### config.mk
export PLATFORM = sky130hd
export DESIGN_NAME = raster_gen
export DESIGN_NICKNAME = d
export VERILOG_FILES = /design/src/rtl/raster_gen.sv
export SDC_FILE = /design/constraint.sdc
export NUM_CORES = 1
export LEC_CHECK = 0
export BUFFER_PORTS_ARGS = -buffer_cell sky130_fd_sc_hd__buf_2
export CAP_MARGIN = 15
export CORE_AREA = 2 2 84 86
export DETAILED_ROUTE_END_ITERATION = 12
export DIE_AREA = 0 0 86 88
export PLACE_DENSITY = 0.8
export SETUP_SLACK_MARGIN = 0.3
export SYNTH_ARGS = -nofsm -noshare
export SYNTH_HDL_FRONTEND = slang
export SYNTH_SLANG_ARGS = --single-unit
export TNS_END_PERCENT = 1
### constraint.sdc
create_clock -name clk -period 2.65 [get_ports clk]
set_input_delay 0.1325 -clock clk [delete_from_list [all_inputs] [get_ports clk]]
set_output_delay 0.1325 -clock clk [all_outputs]
set_load 0.05 [all_outputs]
### src/rtl/raster_gen.sv
`default_nettype none
// ============================================================================
// Module   : raster_gen
// Purpose  : 800x525 raster timing generator (640x480 active) with a
//            one-deep sprite-position slot that is published only at the
//            frame boundary, so the sprite never moves mid-frame.
// Options  : RASTER_FRAME_CNT_EN -- adds the 16-bit frame_cnt_o port and
//            its frame counter.
// Revision : 1.0  initial release
// ============================================================================
module raster_gen #(
  parameter logic [9:0]  INIT_X   = 10'd300,
  parameter logic [9:0]  INIT_Y   = 10'd400,
  // Raster geometry; the defaults give the standard 640x480 timing.
  parameter int unsigned H_ACTIVE = 640,
  parameter int unsigned H_FRONT  = 16,
  parameter int unsigned H_SYNC   = 96,
  parameter int unsigned H_BACK   = 48,
  parameter int unsigned V_ACTIVE = 480,
  parameter int unsigned V_FRONT  = 10,
  parameter int unsigned V_SYNC   = 2,
  parameter int unsigned V_BACK   = 33
) (
  input  logic       clk,
  input  logic       rst,
  input  logic       pos_valid_i,
  input  logic [9:0] pos_x_i,
  input  logic [9:0] pos_y_i,
  output logic       pos_ready_o,
  output logic [9:0] sx_o,
  output logic [9:0] sy_o,
  output logic       hsync_o,
  output logic       vsync_o,
  output logic       de_o,
  output logic       line_o,
  output logic       frame_o,
  output logic [9:0] sprx_o,
  output logic [9:0] spry_o
`ifdef RASTER_FRAME_CNT_EN
  ,
  output logic [15:0] frame_cnt_o
`endif
);

  // Decoded geometry boundaries, all at counter width.
  localparam logic [9:0] H_ACT_END    = 10'(H_ACTIVE);
  localparam logic [9:0] H_SYNC_FIRST = 10'(H_ACTIVE + H_FRONT);
  localparam logic [9:0] H_SYNC_LAST  = 10'(H_ACTIVE + H_FRONT + H_SYNC - 1);
  localparam logic [9:0] H_LAST       = 10'(H_ACTIVE + H_FRONT + H_SYNC + H_BACK - 1);
  localparam logic [9:0] V_ACT_END    = 10'(V_ACTIVE);
  localparam logic [9:0] V_SYNC_FIRST = 10'(V_ACTIVE + V_FRONT);
  localparam logic [9:0] V_SYNC_LAST  = 10'(V_ACTIVE + V_FRONT + V_SYNC - 1);
  localparam logic [9:0] V_LAST       = 10'(V_ACTIVE + V_FRONT + V_SYNC + V_BACK - 1);

  // Raster counters and the timing flags that describe them.
  logic [9:0] sx_q, sx_d;
  logic [9:0] sy_q, sy_d;
  logic       hsync_q, hsync_d;
  logic       vsync_q, vsync_d;
  logic       de_q, de_d;
  logic       line_q, line_d;
  logic       frame_q, frame_d;

  // Sprite slot and published sprite position.
  logic       slot_full_q, slot_full_d;
  logic [9:0] slot_x_q, slot_y_q;
  logic [9:0] sprx_q, spry_q;
  logic       ready_q;

  logic       xfer;
  logic       publish;

  // Next raster position: x wraps every line, y advances on the x wrap.
  always_comb begin
    sx_d = sx_q + 10'd1;
    sy_d = sy_q;
    if (sx_q == H_LAST) begin
      sx_d = '0;
      sy_d = (sy_q == V_LAST) ? '0 : sy_q + 10'd1;
    end
  end

  // Timing flags decoded from the next position so that, once registered,
  // they line up with the counter values they describe.
  always_comb begin
    de_d    = (sx_d < H_ACT_END) && (sy_d < V_ACT_END);
    hsync_d = !((sx_d >= H_SYNC_FIRST) && (sx_d <= H_SYNC_LAST));
    vsync_d = !((sy_d >= V_SYNC_FIRST) && (sy_d <= V_SYNC_LAST));
    line_d  = (sx_d == '0);
    frame_d = (sx_d == '0) && (sy_d == '0);
  end

  // A transfer needs the slot empty; the slot drains only on the edge that
  // moves the raster to (0,0). The two can never coincide because a
  // transfer requires an empty slot and a publish requires a full one.
  assign xfer    = pos_valid_i && ready_q;
  assign publish = frame_d && slot_full_q;

  // Slot occupancy for the next cycle.
  always_comb begin
    slot_full_d = slot_full_q;
    if (publish) begin
      slot_full_d = 1'b0;
    end else if (xfer) begin
      slot_full_d = 1'b1;
    end
  end

  // Raster counters and registered timing outputs.
  always_ff @(posedge clk) begin
    if (rst) begin
      sx_q    <= H_LAST;
      sy_q    <= V_LAST;
      hsync_q <= 1'b1;
      vsync_q <= 1'b1;
      de_q    <= 1'b0;
      line_q  <= 1'b0;
      frame_q <= 1'b0;
    end else begin
      sx_q    <= sx_d;
      sy_q    <= sy_d;
      hsync_q <= hsync_d;
      vsync_q <= vsync_d;
      de_q    <= de_d;
      line_q  <= line_d;
      frame_q <= frame_d;
    end
  end

  // Pending slot: capture on transfer; reset discards any pending value.
  always_ff @(posedge clk) begin
    if (rst) begin
      slot_full_q <= 1'b0;
      slot_x_q    <= '0;
      slot_y_q    <= '0;
    end else begin
      slot_full_q <= slot_full_d;
      if (xfer) begin
        slot_x_q <= pos_x_i;
        slot_y_q <= pos_y_i;
      end
    end
  end

  // Ready is a registered copy of "slot will be empty"; held low in reset.
  always_ff @(posedge clk) begin
    if (rst) begin
      ready_q <= 1'b0;
    end else begin
      ready_q <= !slot_full_d;
    end
  end

  // Published sprite position changes only on the (0,0) wrap edge.
  always_ff @(posedge clk) begin
    if (rst) begin
      sprx_q <= INIT_X;
      spry_q <= INIT_Y;
    end else if (publish) begin
      sprx_q <= slot_x_q;
      spry_q <= slot_y_q;
    end
  end

`ifdef RASTER_FRAME_CNT_EN
  logic [15:0] frame_cnt_q;

  // Frame counter advances on every edge that raises frame_o.
  always_ff @(posedge clk) begin
    if (rst) begin
      frame_cnt_q <= '0;
    end else if (frame_d) begin
      frame_cnt_q <= frame_cnt_q + 16'd1;
    end
  end

  assign frame_cnt_o = frame_cnt_q;
`endif

  assign pos_ready_o = ready_q;
  assign sx_o        = sx_q;
  assign sy_o        = sy_q;
  assign hsync_o     = hsync_q;
  assign vsync_o     = vsync_q;
  assign de_o        = de_q;
  assign line_o      = line_q;
  assign frame_o     = frame_q;
  assign sprx_o      = sprx_q;
  assign spry_o      = spry_q;

endmodule
`default_nettype wire

==> flow_summary_export.csv <==
group,metric,value,unit
cts,htree_levels,3,
cells_and_area,nNetsFinal,485,
floorplan,design.die.area,7570,um^2
floorplan,num_rows,30,
drt,wl_met1,3330,um
cts,cts_tree,"yes",
sta,maxSlewHeadroom,0.554,
critical_path,crit_arrival,2.84,ns
job,maxCapViolations,0,
yosys,avgSynthCellArea,8.48,um^2
min_path,hold_path.class,"in -> reg",
critical_path,critPathKind,"reg -> reg",
pwr,leakagePower,1.63,nW
drt,routed_wl,7980,um
drt,dr_wl_met3,512,um
critical_path,crit_slowest_cell,"dfxtp_4",
cells_and_area,fillers,522,
cells_and_area,syn2layout_area_growth,30.8,%
cells_and_area,seqCellArea,1380,um^2
global_routing,grt_pass1_wl,12200,um
floorplan,pin_count,69,
place,io_buffers,68,
sta,hold_ws,0.0187,ns
place,gpl.final_weighted_congestion,0.900,
critical_path,endpoint_kind,"flop",
sta,finalSetupViolations,0,
place,placed_cells,497,
drt,routedWlPerCell,14.7,um
yosys,syn-num-nets,401,
yosys,ys_seq_area_frac,0.424,
critical_path,cp_max_fo,8,
cells_and_area,layoutNonFillerInstCount,542,
drt,drt-initial-drc-count,193,
yosys,synthMostInstantiatedCell,"dfxtp_1",
yosys,synth_cell_types,45,
critical_path,cp.required,2.92,ns
floorplan,coreArea,6640,um^2
yosys,synth_top_cell_area_share,0.424,
sta,post-route-period-util,0.969,
yosys,synthFlopType,"dfxtp_1",
sta,drv_slew,0,
yosys,synth.top_cells.by_count,"dfxtp_1, nand2_1, a21oi_1, nand2b_1, nor2_1",
place,place_ws,0.107,ns
cts,cts_inserted_buffers,9,
sta,period_minus_slack,2.57,ns
sta,tightest_slew,0.667,ns
critical_path,cp-start-kind,"flop",
critical_path,path_buf_inv,3,
global_routing,grt_pass1_vias,2689,
cells_and_area,n_antenna_cell,0,
global_routing,antenna_found_initial,0,
pwr,power_per_cell_area,915,nW/um^2
yosys,yosys_warnings,0,
cells_and_area,drive_above_1_share,0.335,
critical_path,slowest_delay,0.38,ns
drt,route.detailed.drc,0,
drt,vias,2989,
yosys,ys_top_cells_by_area,"dfxtp_1, mux2i_1, nand2_1",
cts,cts-root-buf,"clkbuf_8",
cells_and_area,multi_input_area,1710,um^2
sta,final.setup.worst_slack,0.0812,ns
cts,postCtsHoldBufs,0,
yosys,synth_edf_count,0,
cts,clk_pin_slew,0.08,ns
floorplan,die_h,88,um
critical_path,critPathTopFamily,"simple AND/OR/NAND/NOR gates",
sta,rsz0062_at_grt,"true",
pwr,peakVddDrop,0.552,mV
global_routing,grt_max_degree,48,
cts,cts_buffer_depth,2,
cts,clkSinkCount,67,
yosys,yosys.area.top_type,"dfxtp_1",
yosys,async_flop_share,0,
yosys,synth_seq_cells,67,
sta,skew,0.00975,ns
place,dp_hpwl,4710,um
sta,hold_violations,0,
drt,drtPass1Iterations,5,
global_routing,track_usage,0.203,
drt,wl_met2,3890,um
status,status,"complete, no violations",
cts,clk_latency,0.35,ns
drt,top_layer,"met4",
drt,drtAntennaViolNets,0,
yosys,syn_inst,373,
floorplan,die_width,86,um
sta,fmax,389,MHz
critical_path,path_cells,"or3_4 -> nor4_4 -> nand2b_4 -> buf_4 -> nor3b_1 -> a21oi_1 -> and4_4 -> buf_6 -> buf_16 -> mux2i_1",
global_routing,gr-total-overflow,0,
drt,via_per_inst,5.51,
floorplan,initial_utilization,0.476,
yosys,syn-cell-area,3160,um^2
[flip-flops by register name, summed over array words and instances (netlist names)]
register     cells
slot_x_q        10
slot_y_q        10
sprx_o          10
spry_o          10
sx_o            10
sy_o            10
de_o             1
frame_o          1
hsync_o          1
line_o           1
pos_ready_o      1
slot_full_q      1
vsync_o          1
[worst register-to-register path, cell delays in order (launching register included)]
cell	delay (ns)
dfxtp_4	0.38
or3_4	0.38
nor4_4	0.36
nand2b_4	0.22
buf_4	0.11
nor3b_1	0.05
a21oi_1	0.24
and4_4	0.32
buf_6	0.12
buf_16	0.11
mux2i_1	0.21
[cell families after synthesis]
kind of cell             count (synthesis)  share of synthesized area
AO/OA/AOI/OAI                           63                      0.119
XOR/XNOR                                13                     0.0360
adder cells (fa/ha/maj)                  5                     0.0198
buffers and inverters                   35                     0.0593
flip-flops                              67                      0.424
multiplexers                            21                     0.0664
AND/OR/NAND/NOR                        169                      0.275
[metal layers]
| metal | up-vias | track usage |
|---|---|---|
| met3 | 27 | 0.0358 |
| met1 | 1393 | 0.258 |
| met4 | 0 | 0.0967 |
| met2 | 125 | 0.337 |
| li1 | 1444 | - |
| met5 | - | 0 |
[stage by stage]
step                 util  cell area, um^2  total power [W]  TNS (ns)
finish              0.623             4140          0.00379         0
global route        0.623             4140          0.00398    -0.263
CTS                 0.607             4040          0.00368         0
detailed placement  0.535             3550          0.00258         0
global placement    0.535             3550          0.00256         0
floorplan               -             3220          0.00233         0
[cell type report]
cell class | instances | share of cell area
Multi-Input combinational cell | 271 | 0.414
Sequential cell | 67 | 0.334
Inverter | 5 | 0.00453
Clock inverter | 6 | 0.0212
Clock buffer | 10 | 0.0308
Timing Repair Buffer | 103 | 0.171
Tap cell | 80 | 0.0242
[timing repair]
action	CTS	global route
pin swaps	6	5
setup endpoints to repair	24	24
gates cloned	3	0
buffers inserted	19	7
resized for setup	15	10
[worst paths after layout]
kind          startpoint           to  slack (ns)  cells past startpoint
max              sy_o[8]    spry_o[4]        0.08                     10
min           pos_x_i[9]  slot_x_q[9]        0.02                      3
max reg2reg      sy_o[8]    spry_o[4]        0.08                     10
min reg2reg  slot_y_q[0]  slot_y_q[0]        0.46                      2
[cell usage in the layout, fill, tap and decap left out, types with 2 or more instances in the layout]
cell type,n
o21bai_1,5
ha_4,2
or3_1,2
clkbuf_8,9
dfxtp_1,51
buf_2,68
dfxtp_4,9
a21oi_1,30
buf_16,3
xor2_1,6
ha_1,2
and4_1,2
nor4_4,2
nor2_1,31
o31ai_1,2
bufinv_16,2
buf_6,2
xnor2_1,6
nand4_1,10
buf_12,3
nor3b_1,2
o22ai_1,2
inv_1,4
or3_4,2
mux2i_1,21
a211oi_1,4
nand2_1,54
o21ai_0,8
nand2b_1,30
nand3_1,5
or2_2,2
a31o_2,2
buf_4,27
nor3_1,14
and3_1,3
a21o_1,2
dfxtp_2,7
[where the power goes]
| group | internal (W) | total [W] | switching [W] |
|---|---|---|---|
| Combinational | 0.000615 | 0.00156 | 0.000942 |
| Clock | 0.000532 | 0.000936 | 0.000404 |
| Sequential | 0.00113 | 0.00129 | 0.000163 |
No activity file was read; power rests on OpenSTA's default activity.
